==> config.mk <==
export PLATFORM = sky130hd
export DESIGN_NAME = bg_scene_sequencer_flat
export DESIGN_NICKNAME = d
export VERILOG_FILES = /design/src/rtl/bg_scene_sequencer_if.sv /design/src/rtl/bg_scene_sequencer.sv /design/src/flat_wrapper.sv
export SDC_FILE = /design/constraint.sdc
export NUM_CORES = 1
export LEC_CHECK = 0
export ABC_AREA = 0
export CORE_ASPECT_RATIO = 1.25
export CORE_MARGIN = 2
export CORE_UTILIZATION = 54
export CTS_CLUSTER_DIAMETER = 50
export DETAILED_ROUTE_END_ITERATION = 10
export PLACE_DENSITY = 0.79
export REMOVE_ABC_BUFFERS = 1
export SYNTH_ARGS = -nofsm -noshare
export SYNTH_HDL_FRONTEND = slang
export SYNTH_SLANG_ARGS = --single-unit
==> constraint.sdc <==
create_clock -name i_clk -period 2.1 [get_ports i_clk]
set_input_delay 0.42 -clock i_clk [delete_from_list [all_inputs] [get_ports i_clk]]
set_output_delay 0.42 -clock i_clk [all_outputs]
set_load 0.1 [all_outputs]
==> src/rtl/bg_scene_sequencer_if.sv <==
// Interface bundling the per-frame control inputs, the host request handshake and
// the background selection/scroll/fade outputs of the scene sequencer.
interface bg_scene_sequencer_if #(
    parameter int NUM_BG = 4
);
    logic              vsync;
    logic              auto_en;
    logic              pause;
    logic              req_valid;
    logic [1:0]        req_bg;
    logic              req_ready;
    logic [NUM_BG-1:0] bg_en;
    logic [9:0]        scroll_x;
    logic [2:0]        twinkle;
    logic [1:0]        fade;
    logic              busy;

    modport master (
        output vsync, auto_en, pause, req_valid, req_bg,
        input  req_ready, bg_en, scroll_x, twinkle, fade, busy
    );

    modport slave (
        input  vsync, auto_en, pause, req_valid, req_bg,
        output req_ready, bg_en, scroll_x, twinkle, fade, busy
    );
endinterface

==> src/rtl/bg_scene_sequencer.sv <==
// Frame-rate background sequencer: scroll/twinkle counters, dwell timer and a
// fade-out / switch / fade-in transition that moves the one-hot background enable.
module bg_scene_sequencer #(
    parameter int NUM_BG       = 4,
    parameter int DWELL_FRAMES = 600,
    parameter int FADE_FPS     = 4,
    parameter int SCROLL_STEP  = 5,
    parameter int H_RES        = 1024
) (
    input  logic                   i_clk,
    input  logic                   i_rst,
    bg_scene_sequencer_if.slave    bus
);
    localparam int DW = $clog2(DWELL_FRAMES);
    localparam int SW = (FADE_FPS > 1) ? $clog2(FADE_FPS) : 1;
    localparam logic [DW-1:0] DWELL_MAX = DW'(DWELL_FRAMES - 1);
    localparam logic [SW-1:0] STEP_MAX  = SW'(FADE_FPS - 1);

    typedef enum logic [1:0] {S_SHOW, S_FADE_OUT, S_SWITCH, S_FADE_IN} state_t;

    state_t              r_state, w_state_next;
    logic [1:0]          r_cur, w_cur_next;
    logic [1:0]          r_target, w_target_next;
    logic [NUM_BG-1:0]   r_bg_en, w_bg_en_next;
    logic [9:0]          r_scroll, w_scroll_next;
    logic [2:0]          r_twinkle, w_twinkle_next;
    logic [1:0]          r_fade, w_fade_next;
    logic [DW-1:0]       r_dwell, w_dwell_next;
    logic [SW-1:0]       r_step, w_step_next;
    logic                r_vsync_q;

    logic                w_tick;
    logic                w_upd;
    logic                w_req_take;
    logic [1:0]          w_auto_bg;
    logic [10:0]         w_scroll_sum;
    logic [10:0]         w_scroll_wrap;
    logic [NUM_BG-1:0]   w_target_onehot;

    assign w_tick     = bus.vsync & ~r_vsync_q;
    assign w_upd      = w_tick & ~bus.pause;
    assign w_req_take = bus.req_valid && (r_state == S_SHOW) && (32'(bus.req_bg) < NUM_BG);
    assign w_auto_bg  = 2'((32'(r_cur) + 1) % NUM_BG);

    // Modulo add without a divider: one conditional subtract suffices since SCROLL_STEP < H_RES.
    assign w_scroll_sum  = {1'b0, r_scroll} + 11'(SCROLL_STEP);
    assign w_scroll_wrap = (w_scroll_sum >= 11'(H_RES)) ? (w_scroll_sum - 11'(H_RES)) : w_scroll_sum;

    generate
        for (genvar gi = 0; gi < NUM_BG; gi++) begin : g_onehot
            assign w_target_onehot[gi] = (r_target == 2'(gi));
        end
    endgenerate

    always_ff @(posedge i_clk or posedge i_rst) begin
        if (i_rst) begin
            r_state   <= S_SHOW;
            r_cur     <= '0;
            r_target  <= '0;
            r_bg_en   <= NUM_BG'(1);
            r_scroll  <= '0;
            r_twinkle <= '0;
            r_fade    <= '0;
            r_dwell   <= '0;
            r_step    <= '0;
            r_vsync_q <= 1'b0;
        end else begin
            r_state   <= w_state_next;
            r_cur     <= w_cur_next;
            r_target  <= w_target_next;
            r_bg_en   <= w_bg_en_next;
            r_scroll  <= w_scroll_next;
            r_twinkle <= w_twinkle_next;
            r_fade    <= w_fade_next;
            r_dwell   <= w_dwell_next;
            r_step    <= w_step_next;
            r_vsync_q <= bus.vsync;
        end
    end

    always_comb begin
        w_state_next   = r_state;
        w_cur_next     = r_cur;
        w_target_next  = r_target;
        w_bg_en_next   = r_bg_en;
        w_scroll_next  = r_scroll;
        w_twinkle_next = r_twinkle;
        w_fade_next    = r_fade;
        w_dwell_next   = r_dwell;
        w_step_next    = r_step;

        if (w_upd) begin
            w_scroll_next  = w_scroll_wrap[9:0];
            w_twinkle_next = r_twinkle + 3'd1;
        end

        case (r_state)
            S_SHOW: begin
                // A host request takes priority over an auto-advance in the same cycle.
                if (w_req_take) begin
                    if (bus.req_bg == r_cur) begin
                        w_dwell_next = '0;
                    end else begin
                        w_target_next = bus.req_bg;
                        w_step_next   = '0;
                        w_state_next  = S_FADE_OUT;
                    end
                end else if (w_upd) begin
                    if (r_dwell != DWELL_MAX) begin
                        w_dwell_next = r_dwell + 1'b1;
                    end else if (bus.auto_en) begin
                        w_target_next = w_auto_bg;
                        w_step_next   = '0;
                        w_state_next  = S_FADE_OUT;
                    end
                end
            end
            S_FADE_OUT: begin
                if (w_upd) begin
                    if (r_step == STEP_MAX) begin
                        w_step_next = '0;
                        w_fade_next = r_fade + 2'd1;
                        if (r_fade == 2'd2) w_state_next = S_SWITCH;
                    end else begin
                        w_step_next = r_step + 1'b1;
                    end
                end
            end
            S_SWITCH: begin
                w_cur_next    = r_target;
                w_bg_en_next  = w_target_onehot;
                w_scroll_next = '0;
                w_dwell_next  = '0;
                w_step_next   = '0;
                w_state_next  = S_FADE_IN;
            end
            S_FADE_IN: begin
                if (w_upd) begin
                    if (r_step == STEP_MAX) begin
                        w_step_next = '0;
                        w_fade_next = r_fade - 2'd1;
                        if (r_fade == 2'd1) w_state_next = S_SHOW;
                    end else begin
                        w_step_next = r_step + 1'b1;
                    end
                end
            end
            default: w_state_next = S_SHOW;
        endcase
    end

    assign bus.req_ready = (r_state == S_SHOW);
    assign bus.busy      = (r_state != S_SHOW);
    assign bus.bg_en     = r_bg_en;
    assign bus.scroll_x  = r_scroll;
    assign bus.twinkle   = r_twinkle;
    assign bus.fade      = r_fade;
endmodule

==> src/flat_wrapper.sv <==
// flat-port wrapper written by rule: the top's interface ports become plain ports
module bg_scene_sequencer_flat 
#(
    parameter int NUM_BG       = 4,
    parameter int DWELL_FRAMES = 600,
    parameter int FADE_FPS     = 4,
    parameter int SCROLL_STEP  = 5,
    parameter int H_RES        = 1024
)
  (i_clk, i_rst, bus_vsync, bus_auto_en, bus_pause, bus_req_valid, bus_req_bg, bus_req_ready, bus_bg_en, bus_scroll_x, bus_twinkle, bus_fade, bus_busy);
  bg_scene_sequencer_if #(.NUM_BG(NUM_BG)) bus_i ();
  input  logic i_clk;
  input  logic i_rst;
  input wire logic [$bits(bus_i.vsync)-1:0] bus_vsync;
  input wire logic [$bits(bus_i.auto_en)-1:0] bus_auto_en;
  input wire logic [$bits(bus_i.pause)-1:0] bus_pause;
  input wire logic [$bits(bus_i.req_valid)-1:0] bus_req_valid;
  input wire logic [$bits(bus_i.req_bg)-1:0] bus_req_bg;
  output wire logic [$bits(bus_i.req_ready)-1:0] bus_req_ready;
  output wire logic [$bits(bus_i.bg_en)-1:0] bus_bg_en;
  output wire logic [$bits(bus_i.scroll_x)-1:0] bus_scroll_x;
  output wire logic [$bits(bus_i.twinkle)-1:0] bus_twinkle;
  output wire logic [$bits(bus_i.fade)-1:0] bus_fade;
  output wire logic [$bits(bus_i.busy)-1:0] bus_busy;
  assign bus_i.vsync = bus_vsync;
  assign bus_i.auto_en = bus_auto_en;
  assign bus_i.pause = bus_pause;
  assign bus_i.req_valid = bus_req_valid;
  assign bus_i.req_bg = bus_req_bg;
  assign bus_req_ready = bus_i.req_ready;
  assign bus_bg_en = bus_i.bg_en;
  assign bus_scroll_x = bus_i.scroll_x;
  assign bus_twinkle = bus_i.twinkle;
  assign bus_fade = bus_i.fade;
  assign bus_busy = bus_i.busy;
  bg_scene_sequencer #(.NUM_BG(NUM_BG), .DWELL_FRAMES(DWELL_FRAMES), .FADE_FPS(FADE_FPS), .SCROLL_STEP(SCROLL_STEP), .H_RES(H_RES)) u_core (.i_clk(i_clk), .i_rst(i_rst), .bus(bus_i));
endmodule
==> metrics.txt <==
status finished clean; Post-synth EDFFs 0; min Tclk post-route roughly 2 ns; Synth Cell Area just over 0.002 sq mm; Overall Global Routing Usage about a fifth; Final Cell Area about 0.0026 sq mm; Max IR drop VDD 0.9481 mV; antenna violation net count after detailed routing 0; Setup Total Neg Slack 0 ns; pwr dens between 1000 and 1500 mW/mm^2; vias per inst between 5 and 6; # nets final 276; CTS tree yes; pre-CTS WS -0.3591 ns; Num CTS Buffers 5; Top FF cell, synth dfrtp_1; Crit Reg-Reg Endpoint u_core.r_state[1]; Clock Sinks 38; core area between 0.003 and 0.004 sq mm; first-pass GRT wire length 7038 um; RSZ-0062 raised after global routing no; WP data required between 2 and 2.5 ns; share of layout cells above drive strength 1 a little under a quarter; FF+latch count, synth 38; antenna violations before repair 0; Antenna Cells 0; reg2reg start u_core.r_dwell[8]; # rows 25; Yosys warnings 0; Max Transition Viols Final 0; Routed WL ~4300 um; Peak Freq slightly above 500 MHz; PortBufs 28; startpoint of the worst hold path bus_vsync; Min-Delay Path Class in -> reg; vias in the first global route about 1500; final worst setup slack 0.1286 ns; highest routed layer met4; crit share post-route a little over nine tenths; sequential cell fraction of total power between 20 and 30%; I/O pins 29; Die Span X a little under 60 um; die area between 0.004 and 0.005 sq mm; Final Hold Viols 0; Worst R2R Path Depth 6; part of the power in combinational logic ~55%; CP Class reg -> reg; Data arrival, critical path between 2 and 2.5 ns; hpwl dp between 2000 and 3000 um; CTS Buffer Depth 2; Layout area overhead 25.78%; setup bufs post-CTS 0; most frequent cells in the layout 37 x dfrtp_1, 34 x buf_4, 25 x nor2_1; most common cell after layout, fill and taps aside dfrtp_1; placer congestion estimate 0.8261; Least-Margin Pin Slew a little under 0.7 ns; Worst Hold Path Cells 1; post-layout power roughly 3.7 mW; clock power share around 16%; largest net degree at the start of global routing 39; Switching Fraction 48.64%; Cell variety after synth 44; Worst Hold Path EP u_core.r_vsync_q; H-tree depth 2; Area after DPL approximately 0.0024 sq mm; flop2flop setup slack 0.13 ns; number of vias in the routed layout 1686; crit start category flop; clock slew seen by the registers of the worst setup and hold paths roughly 0.08 ns; WL met1 a little under 2000 um; post-synthesis sequential area ratio roughly 46%; Met2 Wirelength 2160 um; CP Launch Point u_core.r_dwell[8]; Max-Cap Viols 0; wire length per cell ~14 um; crit path capture type flop; clk_skew between 0.007 and 0.008 ns; die height about 73 um; DR iter-0 viols 45; DRC 0; crit path max fanout 5; CTS root buf clkbuf_8; Rel. slew slack 53.57%; DRT Pass-1 Iters 4; grt total ovfl 0; Skew-Pair Late Insertion Delay 0.29 ns; post-synthesis cell count 213; endpoints failing setup 0; DR WL met3 around 130 um; initial core utilization roughly 55%; fin util 69.21%; Int Pwr between 1.5 and 2 mW; switching power approximately 1.8 mW; Mean Syn Cell Area slightly below 10 sq um; Leak roughly 1.2 nW; Post-synth ARST share 100.0%; cts hold-fix bufs 0
==> state kept, by name, summed over array words and instances, names as in the netlist <==
| name | cells |
|---|---|
| u_core.r_cur | 2 |
| u_core.r_step | 2 |
| u_core.r_vsync_q | 1 |
| u_core.r_dwell | 10 |
| u_core.bus.twinkle | 3 |
| u_core.bus.scroll_x | 10 |
| u_core.bus.fade | 2 |
| u_core.r_target | 2 |
| u_core.bus.bg_en | 4 |
| u_core.r_state | 2 |
==> worst max-delay path by stage <==
stage | end | cells past startpoint
after global placement | u_core.r_state[1] | 6
after global routing | u_core.r_dwell[8] | 6
final | u_core.r_state[1] | 6
after CTS | u_core.r_state[1] | 6
after detailed placement | u_core.r_state[1] | 6
after floorplan | u_core.r_dwell[3] | 7
==> cell usage after synthesis, types with 3 or more instances <==
| master | count | area, sq um |
|---|---|---|
| a21oi_1 | 13 | 65.06 |
| nand2b_1 | 3 | 18.77 |
| nand3_1 | 8 | 40.04 |
| nand2_1 | 19 | 71.32 |
| xnor2_1 | 9 | 78.83 |
| inv_1 | 13 | 48.80 |
| nor2_1 | 25 | 93.84 |
| dfrtp_1 | 37 | 925.9 |
| o21ai_0 | 19 | 95.09 |
| clkbuf_1 | 4 | 15.01 |
| mux2_2 | 4 | 45.04 |
| nor3_1 | 3 | 15.01 |
| nand4_1 | 3 | 18.77 |
| o31ai_1 | 4 | 30.03 |
| xor2_1 | 4 | 35.03 |
| ha_1 | 11 | 137.6 |
==> worst max-delay path: stages, from the launching register on <==
cell and delay [ns]:
dfrtp_1 0.43, nand4bb_1 0.26, buf_4 0.18, nor4_4 0.30, o21ai_2 0.10, a221o_1 0.30
mux2_4 0.30
==> per-stage QoR <==
step                hold WS (ns)  instances
floorplan                 0.4448        206
global placement          0.4609        290
detailed placement        0.4732        290
CTS                       0.4838        298
global route              0.3183        298
finish                    0.3110        298
==> routing by layer <==
layer,track usage [%],up-vias
met1,27.90,817
li1,-,834
met4,8.081,0
met3,3.901,7
met5,0,-
met2,34.57,28
==> layout make-up <==
type                            count  area [sq um]
Tap cell                           40         50.05
Inverter                           13         48.80
Multi-Input combinational cell    155          1035
Sequential cell                    38         952.2
Clock buffer                        5         68.82
Fill cell                         278          1146
Timing Repair Buffer               44         381.6
Clock inverter                      3         40.04
==> power groups by stage <==
| stage | combinational [mW] | clock, mW | sequential, mW |
|---|---|---|---|
| floorplan | 0.848 | 0 | 1.72 |
| global placement | 1.99 | 0 | 1.08 |
| detailed placement | 2.01 | 0 | 1.09 |
| CTS | 2.04 | 0.620 | 1.07 |
| global route | 2.16 | 0.643 | 1.10 |
| finish | 2.03 | 0.607 | 1.08 |
==> repair_timing <==
item                       in CTS  in global routing
pin swaps                       1                  2
setup endpoints to repair      10                  9
gates resized for setup         2                  4
==> cell families after synthesis <==
family | count (synthesis) | synth area share (%)
buf+inv | 20 | 3.787
xor+xnor | 13 | 5.559
compound gates | 45 | 13.01
flops | 38 | 46.49
fa+ha+maj | 11 | 6.720
simple gates | 80 | 21.01
mux | 6 | 3.421
(Power assumes the default switching activity.)
